[config.mk]
export PLATFORM = sky130hd
export DESIGN_NAME = dac_stream_reader
export DESIGN_NICKNAME = d
export VERILOG_FILES = /design/src/rtl/dac_stream_reader.sv
export SDC_FILE = /design/constraint.sdc
export NUM_CORES = 1
export LEC_CHECK = 0
export ABC_AREA = 0
export CORE_MARGIN = 2
export CORE_UTILIZATION = 25
export CTS_BUF_LIST = sky130_fd_sc_hd__clkbuf_2 sky130_fd_sc_hd__clkbuf_4 sky130_fd_sc_hd__clkbuf_8
export CTS_CLUSTER_DIAMETER = 120
export DETAILED_ROUTE_END_ITERATION = 16
export GPL_TIMING_DRIVEN = 1
export HOLD_SLACK_MARGIN = 0.1
export SKIP_CTS_REPAIR_TIMING = 1
export SLEW_MARGIN = 20
export SYNTH_ARGS = -nofsm -noshare
export SYNTH_HDL_FRONTEND = slang
export SYNTH_SLANG_ARGS = --single-unit
[constraint.sdc]
create_clock -name sys_clk -period 9 [get_ports sys_clk]
set_clock_uncertainty 0.15 [all_clocks]
set_input_delay 1.35 -clock sys_clk [delete_from_list [all_inputs] [get_ports sys_clk]]
set_output_delay 1.35 -clock sys_clk [all_outputs]
set_load 0.01 [all_outputs]
[src/rtl/dac_stream_reader.sv]
// dac_stream_reader
//   Playback engine for the DAC path. Fetches packed two-channel sample words
//   from a synchronous-read RAM port starting at a latched base address, paces
//   them at a programmable sample period and drives two registered 14-bit DAC
//   channel outputs. Supports one-shot and seamless loop playback.
//
//   Optional build macro: DAC_STREAM_OFFSET_BIN_EN
//     defined   : RAM samples are two's complement; channel MSB is inverted to
//                 give offset binary, and the DAC reset value is midscale 14'h2000.
//     undefined : samples pass through unchanged, DAC reset value is 0.
//
// Ports
//   sys_clk, sys_rst   clock, asynchronous active-high reset
//   en_i               level enable (rise = start, fall = abort)
//   loop_i, base_i,    playback configuration, latched on the en_i rise
//   len_i, rate_div_i
//   mem_rd_en_o,       RAM read strobe and word address
//   mem_addr_o
//   mem_data_i         RAM read data, valid one cycle after mem_rd_en_o
//   dac_ch0_o,         registered DAC channel samples
//   dac_ch1_o
//   sample_stb_o       one-cycle pulse in the cycle the DAC outputs change
//   busy_o             high while priming or running
//   done_o             sticky one-shot completion flag
//
// state     | meaning
// ----------+-----------------------------------------------------------
// IDLE      | waiting for an en_i rising edge
// PRIME_RD  | first word read is on the RAM port
// PRIME_CAP | first word arrives; it is output immediately (first strobe)
// RUN       | paced playback; reads next word on every strobe
// DONE      | one-shot finished, outputs hold the last sample

module dac_stream_reader #(
    parameter int ADDR_WIDTH = 11,
    parameter int RATE_WIDTH = 16
) (
    input  logic                  sys_clk,
    input  logic                  sys_rst,
    input  logic                  en_i,
    input  logic                  loop_i,
    input  logic [ADDR_WIDTH-1:0] base_i,
    input  logic [ADDR_WIDTH:0]   len_i,
    input  logic [RATE_WIDTH-1:0] rate_div_i,
    output logic                  mem_rd_en_o,
    output logic [ADDR_WIDTH-1:0] mem_addr_o,
    input  logic [31:0]           mem_data_i,
    output logic [13:0]           dac_ch0_o,
    output logic [13:0]           dac_ch1_o,
    output logic                  sample_stb_o,
    output logic                  busy_o,
    output logic                  done_o
);

`ifdef DAC_STREAM_OFFSET_BIN_EN
    localparam logic [13:0] DAC_RST  = 14'h2000;
    localparam logic [13:0] MSB_FLIP = 14'h2000;
`else
    localparam logic [13:0] DAC_RST  = 14'h0000;
    localparam logic [13:0] MSB_FLIP = 14'h0000;
`endif

    typedef enum logic [2:0] {
        S_IDLE      = 3'd0,
        S_PRIME_RD  = 3'd1,
        S_PRIME_CAP = 3'd2,
        S_RUN       = 3'd3,
        S_DONE      = 3'd4
    } state_t;

    state_t                state_q, state_d;
    logic                  en_d_q;
    logic [ADDR_WIDTH-1:0] base_q, base_d;
    logic [ADDR_WIDTH:0]   len_q, len_d;
    logic [RATE_WIDTH-1:0] reload_q, reload_d;
    logic                  loop_q, loop_d;
    logic [ADDR_WIDTH:0]   ridx_q, ridx_d;
    logic [RATE_WIDTH-1:0] cnt_q, cnt_d;
    logic                  fin_q, fin_d;
    logic                  dv_q, dv_d;
    logic [13:0]           pf0_q, pf0_d, pf1_q, pf1_d;
    logic                  rd_en_q, rd_en_d;
    logic [ADDR_WIDTH-1:0] addr_q, addr_d;
    logic [13:0]           ch0_q, ch0_d, ch1_q, ch1_d;
    logic                  stb_q, stb_d;
    logic                  busy_q, busy_d;
    logic                  done_q, done_d;

    logic                  rise, fall, fire;
    logic [13:0]           pf0_now, pf1_now;
    logic [RATE_WIDTH-1:0] reload_in;

    // Padding bits of the packed sample word are intentionally ignored.
    logic unused_pad;
    assign unused_pad = ^{mem_data_i[31:30], mem_data_i[15:14]};

    always_comb begin
        rise = en_i & ~en_d_q;
        fall = ~en_i & en_d_q;

        // Bypass: when read data lands this cycle it is used directly, so a
        // 2-cycle sample period never sees a stale prefetch register.
        pf0_now = dv_q ? mem_data_i[13:0]  : pf0_q;
        pf1_now = dv_q ? mem_data_i[29:16] : pf1_q;

        reload_in = (rate_div_i <= RATE_WIDTH'(1)) ? RATE_WIDTH'(1) : rate_div_i;

        state_d  = state_q;
        base_d   = base_q;
        len_d    = len_q;
        reload_d = reload_q;
        loop_d   = loop_q;
        ridx_d   = ridx_q;
        cnt_d    = cnt_q;
        fin_d    = 1'b0;
        dv_d     = rd_en_q;
        pf0_d    = pf0_now;
        pf1_d    = pf1_now;
        rd_en_d  = 1'b0;
        addr_d   = addr_q;
        ch0_d    = ch0_q;
        ch1_d    = ch1_q;
        stb_d    = 1'b0;
        done_d   = done_q;
        fire     = 1'b0;

        case (state_q)
            S_IDLE, S_DONE: begin
                if (rise) begin
                    base_d   = base_i;
                    len_d    = len_i;
                    reload_d = reload_in;
                    loop_d   = loop_i;
                    if (len_i == '0) begin
                        state_d = S_DONE;
                        done_d  = 1'b1;
                    end else begin
                        state_d = S_PRIME_RD;
                        done_d  = 1'b0;
                        rd_en_d = 1'b1;
                        addr_d  = base_i;
                        ridx_d  = (ADDR_WIDTH+1)'(1);
                    end
                end else if (fall) begin
                    state_d = S_IDLE;
                end
            end
            S_PRIME_RD: begin
                state_d = fall ? S_IDLE : S_PRIME_CAP;
            end
            S_PRIME_CAP: begin
                fire    = 1'b1;
                state_d = fall ? S_IDLE : S_RUN;
            end
            S_RUN: begin
                if (fin_q) begin
                    if (fall) begin
                        state_d = S_IDLE;
                    end else begin
                        state_d = S_DONE;
                        done_d  = 1'b1;
                    end
                end else begin
                    if (cnt_q == '0) begin
                        fire = 1'b1;
                    end else begin
                        cnt_d = cnt_q - RATE_WIDTH'(1);
                    end
                    if (fall) begin
                        state_d = S_IDLE;
                    end
                end
            end
            default: state_d = S_IDLE;
        endcase

        if (fire) begin
            ch0_d = pf0_now ^ MSB_FLIP;
            ch1_d = pf1_now ^ MSB_FLIP;
            stb_d = 1'b1;
            cnt_d = reload_q;
            // ridx is the index of the next word to read; reaching len means
            // the word just output is the last of the window.
            if (ridx_q == len_q) begin
                if (loop_q) begin
                    rd_en_d = 1'b1;
                    addr_d  = base_q;
                    ridx_d  = (ADDR_WIDTH+1)'(1);
                end else begin
                    fin_d = 1'b1;
                end
            end else begin
                rd_en_d = 1'b1;
                addr_d  = base_q + ridx_q[ADDR_WIDTH-1:0];
                ridx_d  = ridx_q + (ADDR_WIDTH+1)'(1);
            end
        end

        // An abort suppresses any read or completion decided this cycle.
        if (fall && state_q != S_IDLE && state_q != S_DONE) begin
            rd_en_d = 1'b0;
            fin_d   = 1'b0;
        end

        busy_d = (state_d == S_PRIME_RD) || (state_d == S_PRIME_CAP) || (state_d == S_RUN);
    end

    always_ff @(posedge sys_clk or posedge sys_rst) begin
        if (sys_rst) begin
            state_q  <= S_IDLE;
            // Reset the delayed enable high so an enable held across reset is
            // not mistaken for a new start; a fall seen in IDLE is harmless.
            en_d_q   <= 1'b1;
            base_q   <= '0;
            len_q    <= '0;
            reload_q <= '0;
            loop_q   <= 1'b0;
            ridx_q   <= '0;
            cnt_q    <= '0;
            fin_q    <= 1'b0;
            dv_q     <= 1'b0;
            pf0_q    <= '0;
            pf1_q    <= '0;
            rd_en_q  <= 1'b0;
            addr_q   <= '0;
            ch0_q    <= DAC_RST;
            ch1_q    <= DAC_RST;
            stb_q    <= 1'b0;
            busy_q   <= 1'b0;
            done_q   <= 1'b0;
        end else begin
            state_q  <= state_d;
            en_d_q   <= en_i;
            base_q   <= base_d;
            len_q    <= len_d;
            reload_q <= reload_d;
            loop_q   <= loop_d;
            ridx_q   <= ridx_d;
            cnt_q    <= cnt_d;
            fin_q    <= fin_d;
            dv_q     <= dv_d;
            pf0_q    <= pf0_d;
            pf1_q    <= pf1_d;
            rd_en_q  <= rd_en_d;
            addr_q   <= addr_d;
            ch0_q    <= ch0_d;
            ch1_q    <= ch1_d;
            stb_q    <= stb_d;
            busy_q   <= busy_d;
            done_q   <= done_d;
        end
    end

    assign mem_rd_en_o  = rd_en_q;
    assign mem_addr_o   = addr_q;
    assign dac_ch0_o    = ch0_q;
    assign dac_ch1_o    = ch1_q;
    assign sample_stb_o = stb_q;
    assign busy_o       = busy_q;
    assign done_o       = done_q;

endmodule

==> impl_metrics.py, run 1 <==
metrics = {
    "outcome": {
        "status": "finished, final reports clean",
    },
    "setup_path": {
        "r2r_setup_slack_ns": 5.95,
        "arrival_ns": 4.01,
        "cp.required_ns": 9.13,
        "path_buf_inv": 1,
        "critPathLaunchType": "primary input",
        "cp_slowest_stage_delay_ns": 1.04,
        "crit_path_max_fanout": 39,
        "crit_chain": "clkdlybuf4s50_1 > or4b_2 > a31oi_4 > mux2_2 > o21ai_0 > o221ai_1",
        "setup.worst_path.class": "in -> reg",
        "crit_family": "simple AND/OR/NAND/NOR gates",
        "crit_path_end_kind": "register",
        "crit_path_top_delay_cell": "or4b_2",
    },
    "die": {
        "start_util": 0.252,
        "num_rows": 62,
        "core_area_mm2": 0.0285,
        "die_height_um": 174,
        "die_w_um": 174,
        "die_area_mm2": 0.0302,
        "pin_count": 118,
    },
    "detailed_routing": {
        "avgViaCountPerCell": 4.61,
        "ant_nets": 0,
        "wl_um": 18900,
        "avgRoutedWirePerCell_um": 15.3,
        "dr.pass1.iters": 4,
        "vias": 5690,
        "route.detailed.drc": 0,
        "drt_iter0_markers": 363,
    },
    "synth": {
        "postSynthCellCount": 738,
        "synth.distinct_cells": 75,
        "synth.top_cell.area_share": 0.501,
        "yosysTopAreaCell": "dfrtp_1",
        "syn_area_mm2": 0.00720,
        "synth_edf_count": 0,
        "synthTopCellsByArea": "dfrtp_1 50%, nand2_1 11%, mux2_2 4.9%",
        "seq_area_frac_synth": 0.504,
        "synth_flop_cell": "dfrtp_1",
        "synth_fp_nets": 827,
        "synthArstFlopShare": 1.00,
        "synth-seq-cells": 145,
        "syn_area_per_cell_um2": 9.75,
        "yosys_warnings": 0,
    },
    "global_routing": {
        "grt.overflow.total": 0,
        "grt_pass1_vias": 5858,
        "grt_max_degree": 81,
        "grt_pass1_wl_um": 31000,
        "grt.total_usage": 0.129,
        "antenna_found_initial": 0,
    },
    "placed_design": {
        "dp_slack_ns": 4.65,
        "gp_congestion": 0.796,
        "dp_cells": 1203,
        "io_buffer_count": 113,
        "dp_hpwl_um": 12700,
        "placed_area_mm2": 0.00868,
    },
    "timing": {
        "max_freq_mhz": 258,
        "worst_pin_slew_ns": 0.936,
        "fin_tns_setup_ns": 0,
        "slew_violations": 0,
        "finalHoldViolCount": 0,
        "setup_slack_ns": 5.12,
        "relSlewSlack": 0.376,
        "finalCritPeriodShare": 0.431,
        "period_needed_ns": 3.88,
        "rsz0062_at_grt": "false",
        "finalSetupViolations": 0,
    },
    "final_layout": {
        "layout_common_cells": "216 x nand2_1, 144 x dfrtp_1, 113 x clkdlybuf4s50_1",
        "finalInstanceArea_mm2": 0.00907,
        "final_nets": 927,
        "fin_cells": 1233,
        "drive_gt1_frac": 0.113,
        "num_antenna_cells": 0,
        "final_common_cell": "nand2_1",
        "area_growth_pct": 26.0,
    },
    "pwr": {
        "peakVddDrop_mv": 0.0866,
        "leakage_uw": 0.00389,
        "p_clk_frac": 0.193,
        "power.internal_uw": 1740,
        "combPwrFrac": 0.393,
        "sequentialPowerShare": 0.414,
        "swShare": 0.367,
        "pwr_density_cell_mw_per_mm2": 304,
        "power_switching_uw": 1010,
    },
    "clocking": {
        "clk_pin_slew_worst_paths_ns": 0.08,
        "htree_num_levels": 4,
        "clk_latency_ns": 0.44,
        "cts_sinks": 145,
        "cts_root_buf": "clkbuf_8",
        "clock_path_buffers": 2,
        "cts_tree": "done",
        "cts_made_buffers": 17,
    },
    "job": {
        "cap_violations": 0,
    },
    "min_path": {
        "min_path_type": "reg -> reg",
    },
}
[power by group through the flow]
| stage | clock network (uW) | logic, uW | registers [uW] |
|---|---|---|---|
| final | 532 | 1080 | 1140 |
| after global routing | 582 | 1210 | 1180 |
| after CTS | 554 | 1100 | 1140 |
| after detailed placement | 0 | 1090 | 1160 |
| after global placement | 0 | 1070 | 1150 |
| after floorplan | 0 | 706 | 1120 |
[synth_stat cells, drive strengths merged, types with 12 or more instances]
cell and count:
nand2 217, mux2i 17, a21oi 14, nor2 17, nor3 15, xnor2 19
o21ai 23, buf 26, nand3 28, inv 30, mux2 32, ha 13
dfrtp 144, o221ai 12, clkbuf 13, nor4 18
[final timing paths]
path / start / end / cells after the start
setup / recovery: en_i / mem_addr_o[10] / 6
hold / removal: mem_rd_en_o / dv_q / 0
setup reg to reg: state_q[0] / mem_addr_o[10] / 5
hold reg to reg: mem_rd_en_o / dv_q / 0
max in group asynchronous: sys_rst / done_o / 3
min in group asynchronous: sys_rst / pf0_q[13] / 2
[per-stage QoR]
step / total power, uW / util / hold slack [ns]
detailed placement: 2250 / 0.304 / 0.220
global route: 2980 / 0.318 / 0.255
CTS: 2790 / 0.318 / 0.238
finish: 2760 / 0.318 / 0.239
floorplan: 1830 / - / 0.266
global placement: 2210 / 0.304 / 0.211
[logic make-up after synthesis]
family          share of synthesized area
compound gates                      0.107
xor+xnor                           0.0290
fa+ha+maj                          0.0254
buf+inv                            0.0440
flops                               0.504
mux                                0.0742
simple gates                        0.216
[per-layer routing]
layer | vias up | global-route usage | share of wire
met5 | - | 0 | 0
met4 | 0 | 0.0417 | 0.012
met3 | 14 | 0.0303 | 0.046
met2 | 138 | 0.204 | 0.45
met1 | 2782 | 0.173 | 0.49
li1 | 2756 | - | -
[cell type report]
class / count / area, um^2
clock buffers: 18 / 248
clock inverters: 12 / 143
fillers: 2986 / 19500
inverters: 30 / 118
multi-input cells: 524 / 3260
flip-flops and latches: 145 / 3630
well taps: 384 / 480
repair buffers: 120 / 1180
[flip-flops by register name, summed over array words and instances, names as in the netlist, 3 cells and up]
| register | cells |
|---|---|
| base_q | 11 |
| cnt_q | 16 |
| dac_ch0_o | 14 |
| dac_ch1_o | 14 |
| len_q | 12 |
| mem_addr_o | 11 |
| pf0_q | 14 |
| pf1_q | 14 |
| reload_q | 16 |
| ridx_q | 12 |
| state_q | 3 |
No activity file was read; power rests on OpenSTA's default activity.
==> inputs of run 2 (changes only) <==
Clock period 9 ns to 3.3 ns, I/O delays scaled along.
==> run 2 against run 1 <==
  * Critical path depth rose by 2
  * Non-clock buffer count rose by 10
  * Final cell count rose by 0.89%
  * First-iteration DRC count fell by 8.5%
  * Flip-flop and latch count did not move
  * Routed wire length fell by 2.3%
  * Cell area rose by 1.2%
  * Worst setup slack got worse by 4.5 ns
  * Critical endpoint is now ridx_q[0]
  * Highest routed layer is now met5
==> impl_metrics.py, run 2 (synthesis results as in run 1) <==
metrics = {
    "outcome": {
        "status": "finished, final reports clean",
    },
    "die": {
        "die_area_mm2": 0.0302,
        "core_area_mm2": 0.0285,
        "pin_count": 118,
        "die_w_um": 174,
        "num_rows": 62,
        "start_util": 0.252,
        "die_height_um": 174,
    },
    "global_routing": {
        "grt.overflow.total": 0,
        "grt.total_usage": 0.125,
        "grt_max_degree": 56,
        "grt_pass1_wl_um": 30400,
        "grt_pass1_vias": 5716,
        "antenna_found_initial": 1,
    },
    "setup_path": {
        "setup.worst_path.class": "reg -> reg",
        "r2r-start": "cnt_q[0]",
        "crit_path_max_fanout": 14,
        "crit_path_end_kind": "register",
        "crit_start": "cnt_q[0]",
        "arrival_ns": 2.86,
        "cp.required_ns": 3.49,
        "critPathLaunchType": "register",
    },
    "clocking": {
        "cts_sinks": 145,
        "cts_tree": "done",
        "htree_num_levels": 4,
        "clk_latency_ns": 0.45,
        "clk_pin_slew_worst_paths_ns": 0.09,
        "cts_root_buf": "clkbuf_8",
        "clock_path_buffers": 2,
        "cts_made_buffers": 17,
    },
    "pwr": {
        "swShare": 0.369,
        "p_clk_frac": 0.191,
        "pwr_density_cell_mw_per_mm2": 820,
        "power_switching_uw": 2770,
        "sequentialPowerShare": 0.412,
        "peakVddDrop_mv": 0.249,
        "power.internal_uw": 4750,
        "leakage_uw": 0.00395,
        "combPwrFrac": 0.396,
    },
    "timing": {
        "period_needed_ns": 2.67,
        "rsz0062_at_grt": "false",
        "finalSetupViolations": 0,
        "finalHoldViolCount": 0,
        "slew_violations": 0,
        "worst_pin_slew_ns": 0.871,
        "max_freq_mhz": 374,
        "fin_tns_setup_ns": 0,
        "relSlewSlack": 0.414,
        "finalCritPeriodShare": 0.809,
        "holdWs_ns": 0.253,
    },
    "detailed_routing": {
        "ant_nets": 0,
        "dr.pass1.iters": 5,
        "vias": 5714,
        "avgViaCountPerCell": 4.59,
        "avgRoutedWirePerCell_um": 14.8,
        "wl_um": 18400,
        "route.detailed.drc": 0,
        "drt_iter0_markers": 332,
    },
    "placed_design": {
        "placed_area_mm2": 0.00877,
        "io_buffer_count": 113,
        "dp_hpwl_um": 12900,
        "gp_congestion": 0.792,
        "dp_cells": 1213,
    },
    "final_layout": {
        "fin_cells": 1244,
        "nFillCells": 3000,
        "final_common_cell": "nand2_1",
        "drive_gt1_frac": 0.123,
        "largestRegisters": "cnt_q (16), reload_q (16)",
        "layout_common_cells": "216 x nand2_1, 144 x dfrtp_1, 113 x clkdlybuf4s50_1",
        "finalInstanceArea_mm2": 0.00917,
        "num_antenna_cells": 0,
        "area_growth_pct": 27.5,
        "final_nets": 937,
    },
    "min_path": {
        "min_path_type": "reg -> reg",
        "hp-start": "mem_rd_en_o",
    },
    "job": {
        "cap_violations": 0,
    },
}
run 2: cell count changes in the layout (fill, tap and decap cells not counted), sizes merged:
| cell | delta |
|---|---|
| bufinv | -1 |
| clkinv | -1 |
| inv | +1 |
| clkbuf | +2 |
| buf | +10 |
run 2: layout make-up:
type                            count  area (um^2)  area share
Sequential cell                   145         3630       0.396
Clock buffer                       20          269      0.0293
Timing Repair Buffer              130         1280       0.140
Inverter                           30          116      0.0127
Tap cell                          384          480      0.0524
Multi-Input combinational cell    524         3260       0.356
Clock inverter                     11          129      0.0140
run 2: power by group through the flow:
stage | clock [uW] | sequential (uW) | combinational [uW]
3_5_place_dp | 0 | 3140 | 2990
2_1_floorplan | 0 | 3070 | 1930
5_1_grt | 1560 | 3220 | 3310
6_report | 1440 | 3100 | 2980
3_3_place_gp | 0 | 3130 | 2940
4_1_cts | 1490 | 3110 | 3010
run 2: final timing paths:
| path | to | slack [ns] | cells after the start |
|---|---|---|---|
| max in group asynchronous | pf0_q[11] | 1.96 | 3 |
| max | ridx_q[0] | 0.63 | 8 |
| min | dv_q | 0.25 | 0 |
| min reg2reg | dv_q | 0.25 | 0 |
| min in group asynchronous | reload_q[5] | 0.35 | 2 |
| max reg2reg | ridx_q[0] | 0.63 | 8 |
run 2: layer usage:
layer | part of all wire | global-route usage | routed length [um]
met1 | 0.48 | 0.165 | 8800
met2 | 0.45 | 0.199 | 8390
met4 | 0.015 | 0.0490 | 278
met5 | 0.00071 | 0 | 13
met3 | 0.051 | 0.0298 | 949
run 2: per-stage QoR:
step / total power (uW) / setup WS (ns) / utilization
floorplan: 4990 / 0.837 / -
detailed placement: 6130 / 0.527 / 0.307
finish: 7520 / 0.629 / 0.321
CTS: 7610 / 0.584 / 0.321
global placement: 6060 / 0.550 / 0.307
global route: 8090 / 0.329 / 0.321
run 2: worst max-delay path: stages (launching register included):
cell and delay (ns):
dfrtp_1 0.39, inv_1 0.13, ha_1 0.17, nor4bb_1 0.34, and4b_1 0.31, a21oi_4 0.09
inv_2 0.18, nand2_1 0.40, mux2_2 0.41
